`src/rtl/object_engine_if.sv`:
```
// Peripheral-bus view of the object engine: register select, write strobe and read-back data.
interface object_engine_if;
  // Handshake: there is no valid/ready pair. A write is taken in the one cycle
  // write_enable is high; a read is taken when enable && !write_enable and its
  // data appears on data_out after the next clock edge, then holds.
  logic       enable;
  logic [7:0] address;
  logic [7:0] data_in;
  logic       write_enable;
  logic [7:0] data_out;

  modport master (output enable, address, data_in, write_enable, input data_out);
  modport slave  (input enable, address, data_in, write_enable, output data_out);
endinterface

```
`src/rtl/object_engine.sv`:
```
// Movable-object generator: N sprite channels with per-object colour, fixed
// lowest-index priority mixing and pairwise sticky collision latches.
module object_engine #(
  parameter int NUM_OBJECTS = 4,
  parameter int GFX_WIDTH   = 8,
  parameter int POS_WIDTH   = 10,
  parameter int COLOR_WIDTH = 7
) (
  input  logic                   raw_clk,
  input  logic                   reset,
  object_engine_if.slave         bus,
  input  logic                   pixel_en,
  input  logic [POS_WIDTH-1:0]   hpos,
  input  logic [COLOR_WIDTH-1:0] color_bg,
  output logic [COLOR_WIDTH-1:0] pixel_color,
  output logic                   collision_any,
  output logic [NUM_OBJECTS-1:0] dbg_obj_active
);

  localparam logic [3:0] NUM_OBJ_L = 4'(NUM_OBJECTS);
  localparam int         CNT_W     = $clog2(GFX_WIDTH);

  typedef enum logic {S_IDLE, S_ACTIVE} obj_state_t;

  // Bus-visible registers
  logic [POS_WIDTH-1:0]   posx_q    [NUM_OBJECTS];
  logic [GFX_WIDTH-1:0]   gfx_q     [NUM_OBJECTS];
  logic [1:0]             scale_q   [NUM_OBJECTS];
  logic [COLOR_WIDTH-1:0] color_q   [NUM_OBJECTS];
  logic [NUM_OBJECTS-1:0] reflect_q;
  logic [NUM_OBJECTS-1:0] en_q;
  logic [NUM_OBJECTS-1:0] coll_q    [NUM_OBJECTS];

  // Per-object draw state
  obj_state_t             state_q      [NUM_OBJECTS];
  obj_state_t             state_d      [NUM_OBJECTS];
  logic [GFX_WIDTH-1:0]   shift_q      [NUM_OBJECTS];
  logic [GFX_WIDTH-1:0]   shift_d      [NUM_OBJECTS];
  logic [CNT_W-1:0]       bit_cnt_q    [NUM_OBJECTS];
  logic [CNT_W-1:0]       bit_cnt_d    [NUM_OBJECTS];
  logic [2:0]             sub_cnt_q    [NUM_OBJECTS];
  logic [2:0]             sub_cnt_d    [NUM_OBJECTS];
  logic [1:0]             draw_scale_q [NUM_OBJECTS];
  logic [1:0]             draw_scale_d [NUM_OBJECTS];
  logic [NUM_OBJECTS-1:0] obj_on_d;
  logic [NUM_OBJECTS-1:0] obj_on_q;
  logic                   pixel_en_q;
  logic [COLOR_WIDTH-1:0] mix_color;

  // Address decode
  logic [2:0] obj_idx;
  logic       obj_region;
  logic       color_region;
  logic       coll_region;
  logic       clear_coll;
  logic [7:0] rd_data;

  assign obj_idx      = bus.address[4:2];
  assign obj_region   = (bus.address[7:5] == 3'b000) && ({1'b0, obj_idx} < NUM_OBJ_L);
  assign color_region = (bus.address[7:3] == 5'b00100) && ({1'b0, bus.address[2:0]} < NUM_OBJ_L);
  assign coll_region  = (bus.address[7:3] == 5'b00110) && ({1'b0, bus.address[2:0]} < NUM_OBJ_L);
  assign clear_coll   = bus.write_enable && (bus.address == 8'h3F);

  function automatic logic [2:0] sub_reload(input logic [1:0] s);
    case (s)
      2'd0:    return 3'd0;
      2'd1:    return 3'd1;
      2'd2:    return 3'd3;
      default: return 3'd7;
    endcase
  endfunction

  function automatic logic [GFX_WIDTH-1:0] bit_rev(input logic [GFX_WIDTH-1:0] v);
    logic [GFX_WIDTH-1:0] r;
    for (int i = 0; i < GFX_WIDTH; i++) r[i] = v[GFX_WIDTH-1-i];
    return r;
  endfunction

  always_ff @(posedge raw_clk) begin
    if (reset) begin
      for (int n = 0; n < NUM_OBJECTS; n++) begin
        posx_q[n]  <= '0;
        gfx_q[n]   <= '0;
        scale_q[n] <= '0;
        color_q[n] <= '0;
      end
      reflect_q <= '0;
      en_q      <= '0;
    end else if (bus.write_enable) begin
      for (int n = 0; n < NUM_OBJECTS; n++) begin
        if (obj_region && (obj_idx == 3'(n))) begin
          case (bus.address[1:0])
            2'd0: posx_q[n][7:0]           <= bus.data_in;
            2'd1: posx_q[n][POS_WIDTH-1:8] <= bus.data_in[POS_WIDTH-9:0];
            2'd2: gfx_q[n]                 <= bus.data_in;
            default: begin
              scale_q[n]   <= bus.data_in[1:0];
              reflect_q[n] <= bus.data_in[3];
              en_q[n]      <= bus.data_in[4];
            end
          endcase
        end
        if (color_region && (bus.address[2:0] == 3'(n))) color_q[n] <= bus.data_in[7:1];
      end
    end
  end

  always_comb begin
    rd_data = 8'h00;
    for (int n = 0; n < NUM_OBJECTS; n++) begin
      if (obj_region && (obj_idx == 3'(n))) begin
        case (bus.address[1:0])
          2'd0:    rd_data = posx_q[n][7:0];
          2'd1:    rd_data = 8'(posx_q[n][POS_WIDTH-1:8]);
          2'd2:    rd_data = gfx_q[n];
          default: rd_data = {3'b000, en_q[n], reflect_q[n], 1'b0, scale_q[n]};
        endcase
      end
      if (color_region && (bus.address[2:0] == 3'(n))) rd_data = {color_q[n], 1'b0};
      if (coll_region && (bus.address[2:0] == 3'(n)))  rd_data = 8'(coll_q[n]);
    end
  end

  always_ff @(posedge raw_clk) begin
    if (reset) begin
      bus.data_out <= 8'h00;
    end else if (bus.enable && !bus.write_enable) begin
      bus.data_out <= rd_data;
    end
  end

  // Object FSMs: state register
  always_ff @(posedge raw_clk) begin
    if (reset) begin
      for (int n = 0; n < NUM_OBJECTS; n++) begin
        state_q[n]      <= S_IDLE;
        shift_q[n]      <= '0;
        bit_cnt_q[n]    <= '0;
        sub_cnt_q[n]    <= '0;
        draw_scale_q[n] <= '0;
      end
    end else begin
      for (int n = 0; n < NUM_OBJECTS; n++) begin
        state_q[n]      <= state_d[n];
        shift_q[n]      <= shift_d[n];
        bit_cnt_q[n]    <= bit_cnt_d[n];
        sub_cnt_q[n]    <= sub_cnt_d[n];
        draw_scale_q[n] <= draw_scale_d[n];
      end
    end
  end

  // Graphics and scale are captured at the match, so bus writes mid-line only
  // take effect on the next match; clearing enable is the one exception.
  always_comb begin
    obj_on_d = '0;
    for (int n = 0; n < NUM_OBJECTS; n++) begin
      state_d[n]      = state_q[n];
      shift_d[n]      = shift_q[n];
      bit_cnt_d[n]    = bit_cnt_q[n];
      sub_cnt_d[n]    = sub_cnt_q[n];
      draw_scale_d[n] = draw_scale_q[n];
      if (!en_q[n]) begin
        state_d[n] = S_IDLE;
      end else if (pixel_en) begin
        if (hpos == posx_q[n]) begin
          state_d[n]      = S_ACTIVE;
          shift_d[n]      = reflect_q[n] ? bit_rev(gfx_q[n]) : gfx_q[n];
          bit_cnt_d[n]    = CNT_W'(GFX_WIDTH - 1);
          sub_cnt_d[n]    = sub_reload(scale_q[n]);
          draw_scale_d[n] = scale_q[n];
        end else if (state_q[n] == S_ACTIVE) begin
          if (sub_cnt_q[n] != 3'd0) begin
            sub_cnt_d[n] = sub_cnt_q[n] - 3'd1;
          end else if (bit_cnt_q[n] == '0) begin
            state_d[n] = S_IDLE;
          end else begin
            sub_cnt_d[n] = sub_reload(draw_scale_q[n]);
            shift_d[n]   = shift_q[n] << 1;
            bit_cnt_d[n] = bit_cnt_q[n] - 1'b1;
          end
        end
      end
      obj_on_d[n] = (state_d[n] == S_ACTIVE) && shift_d[n][GFX_WIDTH-1];
    end
  end

  always_comb begin
    for (int n = 0; n < NUM_OBJECTS; n++) dbg_obj_active[n] = (state_q[n] == S_ACTIVE);
  end

  always_comb begin
    mix_color = color_bg;
    for (int n = NUM_OBJECTS - 1; n >= 0; n--) begin
      if (obj_on_q[n]) mix_color = color_q[n];
    end
  end

  always_ff @(posedge raw_clk) begin
    if (reset) begin
      obj_on_q    <= '0;
      pixel_en_q  <= 1'b0;
      pixel_color <= '0;
    end else begin
      obj_on_q   <= obj_on_d;
      pixel_en_q <= pixel_en;
      if (pixel_en_q) pixel_color <= mix_color;
    end
  end

  // A simultaneous overlap beats the clear strobe so no collision is lost.
  always_ff @(posedge raw_clk) begin
    if (reset) begin
      for (int i = 0; i < NUM_OBJECTS; i++) coll_q[i] <= '0;
    end else begin
      for (int i = 0; i < NUM_OBJECTS; i++) begin
        for (int j = 0; j < NUM_OBJECTS; j++) begin
          if (i != j) begin
            if (obj_on_q[i] && obj_on_q[j]) coll_q[i][j] <= 1'b1;
            else if (clear_coll)            coll_q[i][j] <= 1'b0;
          end
        end
      end
    end
  end

  always_comb begin
    collision_any = 1'b0;
    for (int n = 0; n < NUM_OBJECTS; n++) collision_any = collision_any | (|coll_q[n]);
  end

endmodule

```
`src/flat_wrapper.sv`:
```
// flat-port wrapper written by rule: the top's interface ports become plain ports
module object_engine_flat 
#(
  parameter int NUM_OBJECTS = 4,
  parameter int GFX_WIDTH   = 8,
  parameter int POS_WIDTH   = 10,
  parameter int COLOR_WIDTH = 7
)
  (raw_clk, reset, pixel_en, hpos, color_bg, pixel_color, collision_any, dbg_obj_active, bus_enable, bus_address, bus_data_in, bus_write_enable, bus_data_out);
  object_engine_if bus_i ();
  input  logic raw_clk;
  input  logic reset;
  input  logic pixel_en;
  input  logic [POS_WIDTH-1:0] hpos;
  input  logic [COLOR_WIDTH-1:0] color_bg;
  output logic [COLOR_WIDTH-1:0] pixel_color;
  output logic collision_any;
  output logic [NUM_OBJECTS-1:0] dbg_obj_active;
  input wire logic [$bits(bus_i.enable)-1:0] bus_enable;
  input wire logic [$bits(bus_i.address)-1:0] bus_address;
  input wire logic [$bits(bus_i.data_in)-1:0] bus_data_in;
  input wire logic [$bits(bus_i.write_enable)-1:0] bus_write_enable;
  output wire logic [$bits(bus_i.data_out)-1:0] bus_data_out;
  assign bus_i.enable = bus_enable;
  assign bus_i.address = bus_address;
  assign bus_i.data_in = bus_data_in;
  assign bus_i.write_enable = bus_write_enable;
  assign bus_data_out = bus_i.data_out;
  object_engine #(.NUM_OBJECTS(NUM_OBJECTS), .GFX_WIDTH(GFX_WIDTH), .POS_WIDTH(POS_WIDTH), .COLOR_WIDTH(COLOR_WIDTH)) u_core (.raw_clk(raw_clk), .reset(reset), .bus(bus_i), .pixel_en(pixel_en), .hpos(hpos), .color_bg(color_bg), .pixel_color(pixel_color), .collision_any(collision_any), .dbg_obj_active(dbg_obj_active));
endmodule
```
`config.mk`:
```
export PLATFORM = sky130hd
export DESIGN_NAME = object_engine_flat
export DESIGN_NICKNAME = d
export VERILOG_FILES = /design/src/rtl/object_engine_if.sv /design/src/rtl/object_engine.sv /design/src/flat_wrapper.sv
export SDC_FILE = /design/constraint.sdc
export NUM_CORES = 1
export LEC_CHECK = 0
export ABC_AREA = 1
export CORE_MARGIN = 5
export CORE_UTILIZATION = 60
export CTS_CLUSTER_SIZE = 14
export DETAILED_ROUTE_END_ITERATION = 7
export PLACE_DENSITY = 0.8
export SLEW_MARGIN = 15
export SYNTH_ARGS = -nofsm -noshare
export SYNTH_HDL_FRONTEND = slang
export SYNTH_SLANG_ARGS = --single-unit
```
`constraint.sdc`:
```
create_clock -name raw_clk -period 3.7 [get_ports raw_clk]
set_clock_uncertainty 0.05 [all_clocks]
set_input_delay 0.74 -clock raw_clk [delete_from_list [all_inputs] [get_ports raw_clk]]
set_output_delay 0.74 -clock raw_clk [all_outputs]
set_load 0.005 [all_outputs]
```
# --- Yosys cells after proc, flatten, opt, wreduce, memory -nomap -nowiden ---
# Memories as Yosys holds them, arrays and structs flattened.
# Cells that the tools add are included.
classes:
  n_addsub: 8
  n_lt_le_gt_ge: 2
  eq_ne: 31
  n_mux: 328
  n_bitwise: 68
  n_reduce_logical: 57
op_table:
  columns: ["op", "count"]
  rows:
  - ["8-bit two-way mux", 52]
  - ["1-bit two-way mux", 176]
  - ["3-bit two-way mux", 56]
  - ["8-bit case mux with 3 select lines", 4]
  - ["3-bit case mux with 3 select lines", 8]
  - ["1-bit OR", 67]
  - ["7-bit two-way mux", 8]
  - ["2-bit two-way mux", 24]
  - ["10-bit == test", 4]
  - ["1-bit logical AND", 27]
  - ["3-bit by 1-bit subtractor with 3-bit output (second input constant)", 8]
  - ["3-bit logical NOT", 7]
  - ["2-bit by 1-bit == test with 1-bit output (second input constant)", 9]
  - ["2-bit == test (second input constant)", 9]
  - ["2-bit logical NOT", 9]
  - ["4-bit OR reduction", 4]
  - ["3-bit by 2-bit == test with 1-bit output (second input constant)", 4]
  - ["3-bit AND reduction", 4]
  - ["3-bit nonzero test", 4]
  - ["5-bit by 3-bit == test with 1-bit output (second input constant)", 2]
  - ["8-bit by 6-bit == test with 1-bit output (second input constant)", 1]
  - ["3-bit by 1-bit == test with 1-bit output (second input constant)", 2]
  - ["3-bit less-than comparator (second input constant)", 2]
  - ["3-bit OR reduction", 1]
  - ["2 further kinds", 2]
word_totals:
  ff_bits: 28
  ram_bits: 192
  input_bits: 38
  output_inout_bits: 20
  word_cells: 516
  memories: 10
memory_table:
  columns: ["memory", "depth", "width", "rd", "rd_ports_with_merged_regs", "write_ports", "line_no", "rtl"]
  rows:
  - ["u_core.posx_q", 4, 10, 4, 0, 4, "object_engine.sv:26", "logic [POS_WIDTH-1:0] posx_q [NUM_OBJECTS];"]
  - ["u_core.gfx_q", 4, 8, 4, 0, 4, "object_engine.sv:27", "logic [GFX_WIDTH-1:0] gfx_q [NUM_OBJECTS];"]
  - ["u_core.shift_q", 4, 8, 4, 0, 4, "object_engine.sv:37", "logic [GFX_WIDTH-1:0] shift_q [NUM_OBJECTS];"]
  - ["u_core.color_q", 4, 7, 4, 0, 4, "object_engine.sv:29", "logic [COLOR_WIDTH-1:0] color_q [NUM_OBJECTS];"]
  - ["u_core.coll_q", 4, 4, 4, 0, 4, "object_engine.sv:32", "logic [NUM_OBJECTS-1:0] coll_q [NUM_OBJECTS];"]
  - ["u_core.bit_cnt_q", 4, 3, 4, 0, 4, "object_engine.sv:39", "logic [CNT_W-1:0] bit_cnt_q [NUM_OBJECTS];"]
  - ["4 more memories", null, null, null, null, null, null, null]

# --- Longest topological paths before layout ---
# Gate-level depths: netlist of run 1.
depth:
  depth_word: 15
  depth_mapped: 15
  ltp_nobuf: 14

# --- Least setup slack after synthesis of run 1 ---
# No wires, ideal clock.
synth_timing:
  kind: "input port to flip-flop"
  from: "input port bus_address[0]"
  to: "memory u_core.gfx_q[0][0] (enable)"
  setup_time_ps: 384
  arrival_time_ps: 2113
  required_time_ps: 3266
  slack_ps: 1153
  path_stages: 6
  path_buffers: 1
  path_cell_list: "inv_2 nand2_1 buf_2 nor2_1 inv_1 o21ai_0"
synth_rtl:
  columns: ["element", "line_no", "rtl"]
  rows:
  - ["start, declared", "flat_wrapper.sv:20", "input wire logic [$bits(bus_i.address)-1:0] bus_address;"]
  - ["end, declared", "object_engine.sv:27", null]

==> flow_metrics.tcl, run 1 <==
set metrics [dict create \
    tightest_slew_ns 1.14 \
    ys_types 55 \
    status "finished, final reports clean" \
    hold_violations 0 \
    crit_buf_inv 2 \
    period_needed_ns 2.83 \
    tns_ns 0 \
    floorplan.core_area_um2 18800 \
    io_pins 58 \
    cts_repair_resize_count 0 \
    gp_routability_congestion 1.01 \
    worst_path_dominant_cell_family "simple AND/OR/NAND/NOR gates" \
    numCtsBuffers 24 \
    hp-class "reg2reg" \
    route.met2.wl_mm 16.2 \
    clock-sinks 213 \
    die-area_um2 22100 \
    firstDrtPassIters 6 \
    worst-path-stages 9 \
    avgSynthCellArea_um2 7.69 \
    die_height_um 149 \
    grt_setup_unrepaired "false" \
    endpoint_kind "register" \
    detail-route-antenna-nets 0 \
    avgRoutedWirePerCell_um 19.4 \
    netlist.area_leader.share_pct 30.4 \
    routed.top_layer "met4" \
    netlist_area_um2 11600 \
    max_cap_viol_count 0 \
    async_set_or_reset_flop_fraction_in_the_synthesized_netlist_pct 0 \
    worstSkewPairLatency_ns 0.52 \
    ctsHoldBuffers 0 \
    total_leakage_power_nw 5.27 \
    netlist_instances 1502 \
    grt_antenna_before_repair 0 \
    detailed_place_hpwl_mm 25.7 \
    std_cell_rows 50 \
    clkTransAtPathRegs_ns 0.06 \
    port_buffers 57 \
    launching_element_type_of_the_critical_path "input port" \
    post_dp_cell_area_um2 12400 \
    cp_common_cell "nand2_1" \
    stdcell_area_um2 13200 \
    post_cts.repair.setup_buffers 0 \
    power.sequential.fraction_pct 49.5 \
    net-switching-power_mw 1.29 \
    timing.critical_path.slowest_cell_delay_ns 0.54 \
    power_switching_share_pct 24.3 \
    synth-seq-area-share_pct 47.0 \
    r2r.worst_path.cells 8 \
    grt_remaining_overflow 0 \
    internal_power_mw 4.02 \
    max_slew_violation_count 0 \
    drive_above_1_share_pct 7.68 \
    crit_fanout 10 \
    routed_via_density 5.81 \
    synth-warning-count 0 \
    post-synth-top-count-cell "nand2_1" \
    grt_max_degree 65 \
    total_setup_violations_reported_at_the_end_of_the_flow 0 \
    worstSetupPathType "in2reg" \
    mappedNetlistNets 1556 \
    via_count 10700 \
    cts_tree "built" \
    slew_headroom_pct 23.2 \
    drc 0 \
    final_nets 1612 \
    synth_top_flop_cell "edfxtp_1" \
    areaGrowthSynthToFinish_pct 14.0 \
    grt_first_pass_wirelength_mm 55.7 \
    synth.ff_latch_count 213 \
    power.share.clock_pct 42.8 \
    clockRootBuffer "clkbuf_16" \
    synth_enable_flop_cells 117 \
    dr.first_iter.drc_count 1112 \
    first_global_vias 10100 \
    die_x_um 149 \
    synth.top_cells.by_count "nand2_1, nor2_1, inv_1, o21ai_0, edfxtp_1" \
    vdd.ir_drop.worst_mv 0.448 \
    wl_mm 35.7 \
    met3WireLength_mm 3.65 \
    synth_top_cell_by_area "edfxtp_1" \
    crit_required_ns 4.08 \
    start_util_pct 61.4 \
    max-clock-path-buffers 3 \
    worstHoldPathCells 2 \
    critPathSlowestCell "nand4_1" \
    power_mw 5.31 \
    crit_arrival_ns 3.20 \
    crit_path_cell_trace "clkdlybuf4s50_1, xor2_1, nor3_1, nand4_1, nand2_1, inv_2, nor2_4, nand2_1, a21oi_1" \
    synth_area_leaders "edfxtp_1, dfxtp_1, nand2_1" \
    pd_cells_nw_per_um2 403 \
    htree_num_levels 1 \
    grt.total_usage_pct 32.1 \
    timing.fmax_mhz 354 \
    pre_cts_ws_ns 0.455 \
    diodes 0 \
    timing.final.crit_share_pct 76.4 \
    met1_wirelength_mm 14.3 \
    comb_power_share_pct 7.8 \
    worst_case_setup_margin_in_the_final_layout_ns 0.872 \
]
logic make-up after synthesis:
family	share of synthesized area, %
AOI/OAI and AO/OA	14.9
DFF	47.0
and+or+nand+nor	26.6
buffers and inverters	7.83
adders and majority gates	1.73
xor gates and xnor gates	1.97
final timing paths:
check	end	slack [ns]	startpoint
max	u_core.shift_q[0][29]	0.87	hpos[5]
min	u_core.draw_scale_q[3][1]	0.41	u_core.draw_scale_q[3][1]
max reg2reg	u_core.shift_q[0][29]	1.17	u_core.posx_q[3][5]
min reg2reg	u_core.draw_scale_q[3][1]	0.41	u_core.draw_scale_q[3][1]
area by class of cell:
class / instances / area [um2]
Clock buffer: 30 / 654
Clock inverter: 14 / 96.3
Fill cell: 1582 / 5650
Inverter: 171 / 648
Multi-Input combinational cell: 1061 / 5220
Sequential cell: 213 / 5440
Tap cell: 260 / 325
Timing Repair Buffer: 87 / 803
cell usage in the layout, fill, tap and decap left out, types with 6 or more instances in the layout:
master           count
a21oi_1             77
a31oi_1              8
buf_4               29
clkbuf_16           25
clkdlybuf4s50_1     56
clkinv_1            10
clkinv_2             6
dfxtp_1             96
edfxtp_1           117
ha_1                16
inv_1              153
inv_2               10
nand2_1            318
nand3_1             73
nand4_1              9
nor2_1             245
nor2_2               8
nor3_1              13
o211ai_1            24
o21ai_0            153
o21ai_1             12
o22ai_1             18
xnor2_1             12
xor2_1              14
power groups by stage:
stage / Clock [mW] / Combinational [mW] / Sequential (mW)
after floorplan: 0 / 0.218 / 2.64
after global placement: 0 / 0.397 / 2.67
after detailed placement: 0 / 0.400 / 2.67
after CTS: 2.28 / 0.402 / 2.62
after global routing: 2.40 / 0.440 / 2.63
final: 2.27 / 0.412 / 2.63
metal layers:
layer,vias to the layer above,GRT usage [%]
li1,5089,-
met3,100,7.75
met1,4954,43.0
met5,-,0
met4,0,11.6
met2,516,51.3
per-stage QoR:
| stage | utilization [%] | cells | hold WS, ns |
|---|---|---|---|
| floorplan | - | 1502 | 0.383 |
| global route | 70.0 | 1836 | 0.435 |
| detailed placement | 66.0 | 1792 | 0.401 |
| finish | 70.0 | 1836 | 0.410 |
| CTS | 70.0 | 1836 | 0.409 |
| global placement | 66.0 | 1792 | 0.396 |
sequential cells by signal, summed over array words and instances, names as in the netlist:
signal	flops
u_core.bit_cnt_q	12
u_core.bus.data_out	8
u_core.coll_q	9
u_core.color_q	28
u_core.draw_scale_q	8
u_core.en_q	4
u_core.gfx_q	32
u_core.obj_on_q	4
u_core.pixel_color	7
u_core.pixel_en_q	1
u_core.posx_q	40
u_core.reflect_q	4
u_core.scale_q	8
u_core.shift_q	32
u_core.state_q	4
u_core.sub_cnt_q	12
worst min-delay path: cells and delay by family (launching register included):
kind | cells | cell delay (ns)
flip-flops | 1 | 0.31
buffers and inverters | 1 | 0.05
AO/OA/AOI/OAI | 1 | 0.05
(Power assumes the default switching activity.)
==> run 2: changes to the inputs <==
==> constraint.sdc (replaced) <==
create_clock -name raw_clk -period 2.7 [get_ports raw_clk]
set_clock_uncertainty 0.05 [all_clocks]
set_input_delay 0.54 -clock raw_clk [delete_from_list [all_inputs] [get_ports raw_clk]]
set_output_delay 0.54 -clock raw_clk [all_outputs]
set_load 0.005 [all_outputs]
==> run 2 against run 1 <==
Against the previous run: flip-flop and latch count is the same; total power up 37%; routed wire length shrank 1.9%; critical path type is now reg2out.
==> flow_metrics.tcl, run 2 (same netlist as run 1, synthesis figures left out) <==
set metrics [dict create \
    clockRootBuffer "clkbuf_16" \
    crit_fanout 2 \
    drc 0 \
    crit_arrival_ns 1.83 \
    grt_antenna_before_repair 1 \
    cts_repair_resize_count 0 \
    r2r.worst_path.cells 10 \
    power_switching_share_pct 23.5 \
    launching_element_type_of_the_critical_path "register" \
    pd_cells_nw_per_um2 533 \
    largest_register "u_core.posx_q" \
    largest_register_ffs 40 \
    worstSetupPathType "reg2out" \
    die_x_um 149 \
    io_pins 58 \
    post_cts.repair.setup_buffers 0 \
    final_nets 1663 \
    drive_above_1_share_pct 10.5 \
    detail-route-antenna-nets 0 \
    endpoint_kind "output port" \
    die-area_um2 22100 \
    comb_power_share_pct 8.4 \
    internal_power_mw 5.56 \
    slew_headroom_pct 47.2 \
    port_buffers 57 \
    clock-sinks 213 \
    start_util_pct 61.4 \
    areaGrowthSynthToFinish_pct 17.8 \
    die_height_um 149 \
    stdcell_area_um2 13600 \
    grt_remaining_overflow 0 \
    cts_tree "built" \
    max-clock-path-buffers 3 \
    pre_cts_ws_ns -0.0899 \
    timing.hold.ws_ns 0.290 \
    post_layout_nonfiller_instances 1884 \
    reg_top3 "u_core.posx_q: 40 flops, u_core.gfx_q: 32 flops, u_core.shift_q: 32 flops" \
    timing.critical_path.slowest_cell_delay_ns 0.48 \
    layout.core_utilization_pct 72.3 \
    post_dp_cell_area_um2 12900 \
    tightest_slew_ns 0.791 \
    dp_cells 1845 \
    dr.first_iter.drc_count 1314 \
    max_cap_viol_count 0 \
    max_slew_violation_count 0 \
    timing.fmax_mhz 413 \
    power.sequential.fraction_pct 49.5 \
    clkTransAtPathRegs_ns 0.06 \
    hold_violations 0 \
    timing.final.crit_share_pct 89.6 \
    layout.cells.most_common_list "nand2_1, nor2_1, o21ai_0" \
    wl_mm 35.0 \
    first_global_vias 10000 \
    via_count 10900 \
    diodes 0 \
    detailed_place_hpwl_mm 25.6 \
    power.share.clock_pct 42.2 \
    crit_path_cell_trace "nor4_1, nand4_1, clkdlybuf4s50_1" \
    status "finished, final reports clean" \
    htree_num_levels 1 \
    firstDrtPassIters 5 \
    gp_routability_congestion 1.08 \
    worstSkewPairLatency_ns 0.52 \
    grt_first_pass_wirelength_mm 54.8 \
    numCtsBuffers 22 \
    std_cell_rows 50 \
    hp-class "in2reg" \
    grt.total_usage_pct 31.6 \
    critPathSlowestCell "clkdlybuf4s50_1" \
    crit_required_ns 2.11 \
    vdd.ir_drop.worst_mv 0.568 \
    total_setup_violations_reported_at_the_end_of_the_flow 0 \
    grt_setup_unrepaired "false" \
    routed_via_density 5.78 \
    total_leakage_power_nw 5.54 \
    worstHoldPathCells 2 \
    mostFrequentLayoutCell "nand2_1" \
    floorplan.core_area_um2 18800 \
    timing.reg2reg.setup_slack_ns 0.41 \
    net-switching-power_mw 1.71 \
    avgRoutedWirePerCell_um 18.6 \
    grt_max_degree 53 \
    period_needed_ns 2.42 \
    ctsHoldBuffers 0 \
    worst_case_setup_margin_in_the_final_layout_ns 0.280 \
]
## run 2: final timing paths
kind | from | to
max | u_core.coll_q[0][11] | collision_any
min reg2reg | u_core.bit_cnt_q[0][6] | u_core.bit_cnt_q[0][6]
min | reset | u_core.state_q[0][0]
max reg2reg | u_core.posx_q[3][0] | u_core.shift_q[0][29]
## run 2: power groups by stage
stage	Clock, mW	Combinational, mW	Sequential [mW]
after floorplan	0	0.299	3.62
after global placement	0	0.583	3.66
after detailed placement	0	0.588	3.66
after CTS	3.08	0.593	3.59
after global routing	3.23	0.647	3.60
final	3.06	0.607	3.59
## run 2: through the flow
step / setup TNS, ns / power (mW)
after floorplan: 0 / 3.92
final: 0 / 7.26
after detailed placement: -1.81 / 4.25
after global placement: -0.606 / 4.24
after CTS: 0 / 7.26
after global routing: 0 / 7.48
## run 2: routing by layer
layer / GRT usage (%) / vias to the layer above / part of all wire (%)
met1: 45.1 / 5043 / 41
li1: - / 5186 / -
met4: 10.3 / 2 / 4.0
met5: 0 / - / 0.026
met3: 5.26 / 113 / 10
met2: 49.6 / 547 / 45
## run 2: area by class of cell
class / instances / area (um2)
fill: 1493 / 5210
inverter: 171 / 648
tap: 260 / 325
clock inverter: 5 / 50.0
clock buffer: 34 / 678
sequential: 213 / 5440
multi-input combinational: 1061 / 5220
timing repair buffer: 140 / 1260
## run 2: critical path, delay by kind of cell (launching register included)
family | cells | cell delay, ns
AND/OR/NAND/NOR | 2 | 0.44
flip-flops | 1 | 0.42
buffers and inverters | 1 | 0.48
